`config.mk`:
```
export PLATFORM = sky130hd
export DESIGN_NAME = flags_unit_flat
export DESIGN_NICKNAME = d
export VERILOG_FILES = /design/src/rtl/flags_unit_if.sv /design/src/rtl/flags_unit.sv /design/src/flat_wrapper.sv
export SDC_FILE = /design/constraint.sdc
export NUM_CORES = 1
export LEC_CHECK = 0
export CORE_ASPECT_RATIO = 1.2
export CORE_MARGIN = 10
export CORE_UTILIZATION = 44
export DETAILED_ROUTE_END_ITERATION = 6
export PLACE_DENSITY = 0.86
export SLEW_MARGIN = 15
export SYNTH_ARGS = -nofsm -noshare
export SYNTH_HDL_FRONTEND = slang
export SYNTH_SLANG_ARGS = --single-unit
```
`constraint.sdc`:
```
create_clock -name clk -period 2.8 [get_ports clk]
set_input_delay 0.56 -clock clk [delete_from_list [all_inputs] [get_ports clk]]
set_output_delay 0.56 -clock clk [all_outputs]
set_load 0.1 [all_outputs]
```
`src/rtl/flags_unit_if.sv`:
```
// ALU-side bundle for flags_unit: operands, result, flag-write/stall and
// commit/flush controls in, packed NZCV flags and pending indication out.
interface flags_unit_if #(
    parameter int WIDTH = 32
);
    logic [2:0]       ALUControl;
    logic [WIDTH-1:0] SrcA;
    logic [WIDTH-1:0] SrcB;
    logic [WIDTH-1:0] ALUResult;
    logic             FlagWrite;
    logic             Stall;
    logic             Commit;
    logic             Flush;
    logic [3:0]       Flags;
    logic             FlagsPending;

    modport master (
        output ALUControl, SrcA, SrcB, ALUResult, FlagWrite, Stall, Commit, Flush,
        input  Flags, FlagsPending
    );

    modport slave (
        input  ALUControl, SrcA, SrcB, ALUResult, FlagWrite, Stall, Commit, Flush,
        output Flags, FlagsPending
    );
endinterface

```
`src/rtl/flags_unit.sv`:
```
// NZCV flag producer with a one-deep shadow for speculative commit/rollback.
// Define FLAGS_BYPASS_EN to forward freshly computed flags onto Flags in the write cycle.
//
// state   | meaning
// CLEAN   | flags_q is architectural, nothing to roll back
// PENDING | flags_q holds an uncommitted update, shadow_q the last committed value
module flags_unit #(
    parameter int WIDTH = 32
) (
    input logic         clk,
    input logic         rst,
    flags_unit_if.slave bus
);
    typedef enum logic {CLEAN, PENDING} state_t;

    localparam logic [2:0] OP_ADD = 3'b000;
    localparam logic [2:0] OP_SUB = 3'b001;

    state_t     state_q, state_d;
    logic [3:0] flags_q, flags_d;
    logic [3:0] shadow_q, shadow_d;
    logic [3:0] new_flags;
    logic       we;
    logic       n_flag, z_flag, c_flag, v_flag;
    logic       a_msb, b_msb, r_msb;

    assign we    = bus.FlagWrite & ~bus.Stall;
    assign a_msb = bus.SrcA[WIDTH-1];
    assign b_msb = bus.SrcB[WIDTH-1];
    assign r_msb = bus.ALUResult[WIDTH-1];

    always_comb begin
        n_flag = r_msb;
        z_flag = (bus.ALUResult == '0);
        c_flag = 1'b0;
        v_flag = 1'b0;
        case (bus.ALUControl)
            OP_ADD: begin
                // A + B carries out exactly when A exceeds the complement of B
                c_flag = (bus.SrcA > ~bus.SrcB);
                v_flag = (a_msb == b_msb) & (r_msb != a_msb);
            end
            OP_SUB: begin
                c_flag = (bus.SrcA >= bus.SrcB);
                v_flag = (a_msb != b_msb) & (r_msb != a_msb);
            end
            default: begin
                c_flag = 1'b0;
                v_flag = 1'b0;
            end
        endcase
        new_flags = {v_flag, c_flag, z_flag, n_flag};
    end

    always_comb begin
        state_d  = state_q;
        flags_d  = flags_q;
        shadow_d = shadow_q;
        case (state_q)
            CLEAN: begin
                if (we) begin
                    shadow_d = flags_q;
                    flags_d  = new_flags;
                    state_d  = PENDING;
                end
            end
            PENDING: begin
                if (bus.Flush) begin
                    flags_d = shadow_q;
                    state_d = CLEAN;
                end else if (bus.Commit && we) begin
                    shadow_d = flags_q;
                    flags_d  = new_flags;
                end else if (bus.Commit) begin
                    state_d = CLEAN;
                end else if (we) begin
                    flags_d = new_flags;
                end
            end
            default: state_d = CLEAN;
        endcase
    end

    always_ff @(posedge clk or posedge rst) begin
        if (rst) begin
            state_q  <= CLEAN;
            flags_q  <= 4'b0000;
            shadow_q <= 4'b0000;
        end else begin
            state_q  <= state_d;
            flags_q  <= flags_d;
            shadow_q <= shadow_d;
        end
    end

`ifdef FLAGS_BYPASS_EN
    assign bus.Flags = (we && !bus.Flush) ? new_flags : flags_q;
`else
    assign bus.Flags = flags_q;
`endif
    assign bus.FlagsPending = (state_q == PENDING);

endmodule
```
`src/flat_wrapper.sv`:
```
// flat-port wrapper written by rule: the top's interface ports become plain ports
module flags_unit_flat 
#(
    parameter int WIDTH = 32
)
  (clk, rst, bus_ALUControl, bus_SrcA, bus_SrcB, bus_ALUResult, bus_FlagWrite, bus_Stall, bus_Commit, bus_Flush, bus_Flags, bus_FlagsPending);
  flags_unit_if #(.WIDTH(WIDTH)) bus_i ();
  input logic clk;
  input logic rst;
  input wire logic [$bits(bus_i.ALUControl)-1:0] bus_ALUControl;
  input wire logic [$bits(bus_i.SrcA)-1:0] bus_SrcA;
  input wire logic [$bits(bus_i.SrcB)-1:0] bus_SrcB;
  input wire logic [$bits(bus_i.ALUResult)-1:0] bus_ALUResult;
  input wire logic [$bits(bus_i.FlagWrite)-1:0] bus_FlagWrite;
  input wire logic [$bits(bus_i.Stall)-1:0] bus_Stall;
  input wire logic [$bits(bus_i.Commit)-1:0] bus_Commit;
  input wire logic [$bits(bus_i.Flush)-1:0] bus_Flush;
  output wire logic [$bits(bus_i.Flags)-1:0] bus_Flags;
  output wire logic [$bits(bus_i.FlagsPending)-1:0] bus_FlagsPending;
  assign bus_i.ALUControl = bus_ALUControl;
  assign bus_i.SrcA = bus_SrcA;
  assign bus_i.SrcB = bus_SrcB;
  assign bus_i.ALUResult = bus_ALUResult;
  assign bus_i.FlagWrite = bus_FlagWrite;
  assign bus_i.Stall = bus_Stall;
  assign bus_i.Commit = bus_Commit;
  assign bus_i.Flush = bus_Flush;
  assign bus_Flags = bus_i.Flags;
  assign bus_FlagsPending = bus_i.FlagsPending;
  flags_unit #(.WIDTH(WIDTH)) u_core (.clk(clk), .rst(rst), .bus(bus_i));
endmodule
```
Word level (Yosys, flattened, before mapping)
Cells that the tools add are included.
{ "classes": {"eq_ne": 8, "magnitude_cmp": 2, "n_mux": 16, "n_bitwise": 6, "reduce_logical": 4} }
{ "op_table": {"columns": ["operator", "count"], "rows": [
  ["$ge 32x32->1", 1],
  ["$gt 32x32->1", 1],
  ["$logic_not 32->1", 1],
  ["$not 32->32", 1],
  ["$mux 4", 7],
  ["$pmux 4 s2", 2],
  ["$pmux 1 s2", 3],
  ["$mux 1", 4],
  ["$ne 2x2->1 const B", 2],
  ["$ne 4x4->1 const B", 1],
  ["$and 1x1->1", 3],
  ["$eq 3x1->1 const B", 1],
  ["$logic_not 3->1", 1],
  ["$reduce_and 3->1", 1],
  ["$ne 1x1->1", 2],
  ["$ne 2x1->1 const B", 1],
  ["$not 1->1", 2],
  ["$eq 1x1->1", 1],
  ["$logic_and 1x1->1", 1]
]} }
{ "word_totals": {"reg_bits": 9, "in_bits": 105, "wordCells": 39} }

Logic depth before layout (Yosys ltp)
{ "logic_depth": {"word_depth": 8, "ltp_mapped": 8, "mapped_depth_nobuf": 8} }

Worst setup path after synthesis
No wires, ideal clock.
{ "synth_timing": {"path_kind": "input -> register", "start": "input port bus_SrcB[14]", "end": "register u_core.flags_q[2] (netlist: u_core.bus.Flags[2])", "path_buffers": 0, "arrival_time_ns": 1.840, "slack_ns": 0.832, "cell_stages": 8, "path_cell_list": "inv_1 -> ha_1 -> inv_2 -> a221oi_2 -> o21bai_1 -> o41ai_2 -> o211ai_1 -> o2bb2ai_1"} }
{ "synth_via": {"elab_chain_cells": 8, "elab_cells_between_ends": 9, "classes_between": "order compare (2); mux (6); bitwise (1)"} }
{ "synth_lines": {"columns": ["element", "line_no", "text"], "rows": [
  ["start: declaration", "flat_wrapper.sv:12", "input wire logic [$bits(bus_i.SrcB)-1:0] bus_SrcB;"],
  ["$not 32->32", "flags_unit.sv:40", "c_flag = (bus.SrcA > ~bus.SrcB);"],
  ["$gt 32x32->1", "flags_unit.sv:40", null],
  ["$pmux 1 s2 *", "flags_unit.sv:37", "case (bus.ALUControl)"],
  ["$mux 4", "flags_unit.sv:61, flags_unit.sv:76", null],
  ["$mux 4", "flags_unit.sv:74", "end else if (bus.Commit) begin"],
  ["$mux 4", "flags_unit.sv:71", "end else if (bus.Commit && we) begin"],
  ["$mux 4", "flags_unit.sv:68", "if (bus.Flush) begin"],
  ["$pmux 4 s2 *", "flags_unit.sv:59", "case (state_q)"],
  ["end signal: assignment", "flags_unit.sv:91", "flags_q <= flags_d;"],
  ["end: declaration", "flags_unit.sv:20", "logic [3:0] flags_q, flags_d;"]
]} }
Mark *: on every way between the ends. The rest lies on a longest branch, timed or not. The select of a mux whose other input is x is not followed.
A chain may end at the register's enable or synchronous reset.

Worst setup path in the final report
{ "layout_timing": {"start": "input port bus_SrcB[15]", "end": "register u_core.flags_q[2] (netlist: u_core.bus.Flags[2])"} }
Same word-level chain as after synthesis.

==> impl_metrics.yaml <==
synth:
  synth_flop_cell: "dfrtp_1"
  synth_nets: 425
  netlist.top_cell.by_area: "ha_1"
  synth.lib_cells_used.distinct: 43
  synth.area.top_cells: "ha_1, dfrtp_1, inv_1, a21oi_1, nor4_1"
  synth-compound-area-share_pct: 20.0
  avgSynthCellArea_um2: 8.07
  synth.mux.area_fraction_pct: 2.67
  yosys_register_bits: 9
  synth-edff-count: 0
  synthDominantCellAreaShare_pct: 38.8
  post_synthesis_adder_cell_area_fraction_pct: 38.8
  synth_top_family_by_area: "adder cells"
  asyncSetResetFlopFracSynth_pct: 100
  warning_count_from_the_yosys_run: 0
  postSynthCellCount: 256
  netlist_area_um2: 2070
  synth_simple_gate_area_share_pct: 17.9
  synthXorXnorAreaFrac_pct: 0.848
  synthMostInstantiatedCell: "ha_1"
  synth-seq-area-share_pct: 10.9
  yosys-top-cells-count: "ha_1, inv_1, a21oi_1"
layout:
  instances_no_fill: 426
  areaGrowthSynthToFinish_pct: 57.5
  num-nets-final: 538
  drive_above_1_share_pct: 6.25
  antenna_cells: 0
cts:
  cts-buffers-inserted: 3
  cts.sink_count: 9
  ctsHoldBuffers: 0
  clock_insertion_delay_worst_skew_ns: 0.23
  postCtsResizedCells: 0
  cts_max_path_buffers: 2
  clock_tree_from_tritoncts: "done"
  cts_setup_buffers: 0
  cts_htree_levels: 1
  cts.reportedPaths.clkPinSlew_ns: 0.04
  clock-root-buffer: "clkbuf_8"
worst_setup_path:
  crit_path_arrival_time_ns: 2.65
  timing.critical_path.slowest_stage_cell: "clkdlybuf4s50_1"
  timing.critical_path.required_ns: 2.95
  critPathMaxStageDelay_ns: 0.49
  crit_chain: "clkdlybuf4s50_1, inv_1, ha_1, nor4_1, nand2_1, a211oi_2, o41ai_2, o211ai_1, o2bb2ai_1"
  worstSetupEndpointType: "flip-flop"
  critPathMaxFanout: 5
  setup.worst_path.class: "primary input to flip-flop"
  kind_of_start_point_of_the_critical_path: "primary input"
floorplan:
  die_ar_um2: 7850
  chipHeight_um: 95.1
  row_count: 27
  initial_utilization_pct: 45.3
  die_w_um: 82.6
  top_level_ports: 110
  core_region_area_um2: 4560
timing:
  worstMarginPinSlew_ns: 0.432
  fmaxAchievable_ghz: 0.401
  fin_setup_tns_ns: 0
  post_route_setup_slack_ns: 0.306
  clock_skew_ns: 0.00534
  max_slew_margin_pct: 70.4
  unrepaired_setup_endpoints_after_global_routing: "no"
  setup_viol: 0
  final_critical_path_share_of_the_clock_period_pct: 89.1
  report.final.hold_viol_count: 0
  final-max-slew-violation-count: 0
  finalCriticalPeriod_ns: 2.49
place:
  dp_hpwl_mm: 5.92
  port_buffers: 109
  detailedPlace.worstSlack_ns: 0.0805
  numPlacedInstances: 422
  place_congestion: 0.842
global_routing:
  grt_util_all_layers_pct: 15.8
  overflow: 0
  number_of_global_route_vias_before_repair: 2255
  grt_antenna_before_repair: 0
  grt_start_max_net_pins: 12
  grt_pass1_wl_mm: 10.1
drt:
  vias: 2222
  drt.antenna.violating_nets: 0
  avgViaCountPerCell: 5.22
  drt_iter0_markers: 83
  drt_first_pass_iters: 4
  avgRoutedWirePerCell_um: 15.1
  total_wire_length_after_detailed_routing_mm: 6.41
  post-route-drc-count: 0
power_and_ir_drop:
  leakagePower_nw: 1.53
  vdd.ir_drop.worst_mv: 0.189
  total_power_mw: 0.893
  power_density_nw_per_um2: 275
run_status:
  status: "finished clean"
flow_run:
  cap_violations: 0
hold_path:
  worst_hold_path_type: "flip-flop to flip-flop"
[sequential cells by signal, indices dropped and copies added (netlist names)]
register / flops
u_core.bus.Flags: 4
u_core.shadow_q: 4
u_core.bus.FlagsPending: 1
[layer usage]
layer	vias to the layer above	track usage (%)	wire length [um]
li1	1140	-	-
met3	6	5.27	664
met2	80	29.3	3150
met5	-	0	0
met1	996	17.1	2550
met4	0	2.23	49
[final cells by class]
| type | instances | area (um2) |
|---|---|---|
| clock buffer | 4 | 45.0 |
| inverter | 45 | 169 |
| tap | 58 | 72.6 |
| timing repair buffer | 110 | 1090 |
| multi-input combinational | 200 | 1660 |
| sequential | 9 | 225 |
| fill | 401 | 1310 |
[layout by cell type (no fill, tap or decap), drive strengths merged, types with 2 or more instances in the layout]
master | netlist | layout
inv | 45 | 45
o21a | 2 | 2
nor4 | 15 | 15
o21bai | 3 | 3
buf | 2 | 6
o211ai | 2 | 2
clkbuf | 0 | 4
o21ai | 10 | 10
nand4 | 5 | 5
and4 | 2 | 2
nor2 | 14 | 14
clkdlybuf4s50 | 0 | 104
nor4b | 2 | 2
a21oi | 29 | 29
nor2b | 3 | 3
nor3 | 3 | 3
mux2 | 4 | 4
nand2b | 2 | 2
dfrtp | 9 | 9
a31oi | 2 | 2
ha | 64 | 64
o31ai | 2 | 2
a2111oi | 2 | 2
a21boi | 2 | 2
xor2 | 2 | 2
a211oi | 4 | 4
nand2 | 14 | 14
[kinds of logic (layout without fill, tap and decap cells)]
| kind of cell | after synthesis | count (layout) |
|---|---|---|
| flops | 9 | 9 |
| fa+ha+maj | 64 | 64 |
| buf+inv | 47 | 159 |
| mux | 5 | 5 |
| xor+xnor | 2 | 2 |
| compound gates | 64 | 64 |
| simple gates | 65 | 65 |
[worst paths after layout]
path	slack, ns	cells past startpoint	endpoint	startpoint
max	0.31	9	u_core.bus.Flags[2]	bus_SrcB[15]
min	0.51	1	u_core.shadow_q[2]	u_core.shadow_q[2]
max reg2reg	1.20	6	u_core.bus.Flags[2]	u_core.bus.FlagsPending
min reg2reg	0.51	1	u_core.shadow_q[2]	u_core.shadow_q[2]
max in group asynchronous	1.97	2	u_core.shadow_q[2]	rst
min in group asynchronous	0.58	2	u_core.shadow_q[0]	rst
[where the power goes]
| group | total [mW] | internal (mW) | switching (mW) |
|---|---|---|---|
| clock network | 0.147 | 0.0989 | 0.0483 |
| registers | 0.191 | 0.168 | 0.0230 |
| logic | 0.555 | 0.262 | 0.293 |
[critical path, delay by kind of cell]
kind / cells / cell delay, ns
simple gates: 2 / 0.61
fa+ha+maj: 1 / 0.34
compound gates: 4 / 0.60
buf+inv: 2 / 0.54
[stage by stage]
stage	cell area [um2]	hold slack [ns]	util [%]
after floorplan	2070	0.388	-
after detailed placement	3210	0.496	70.3
after global routing	3250	0.537	71.3
after CTS	3250	0.508	71.3
final	3250	0.510	71.3
after global placement	3210	0.489	70.3
Power figures use the tool's default switching activity.
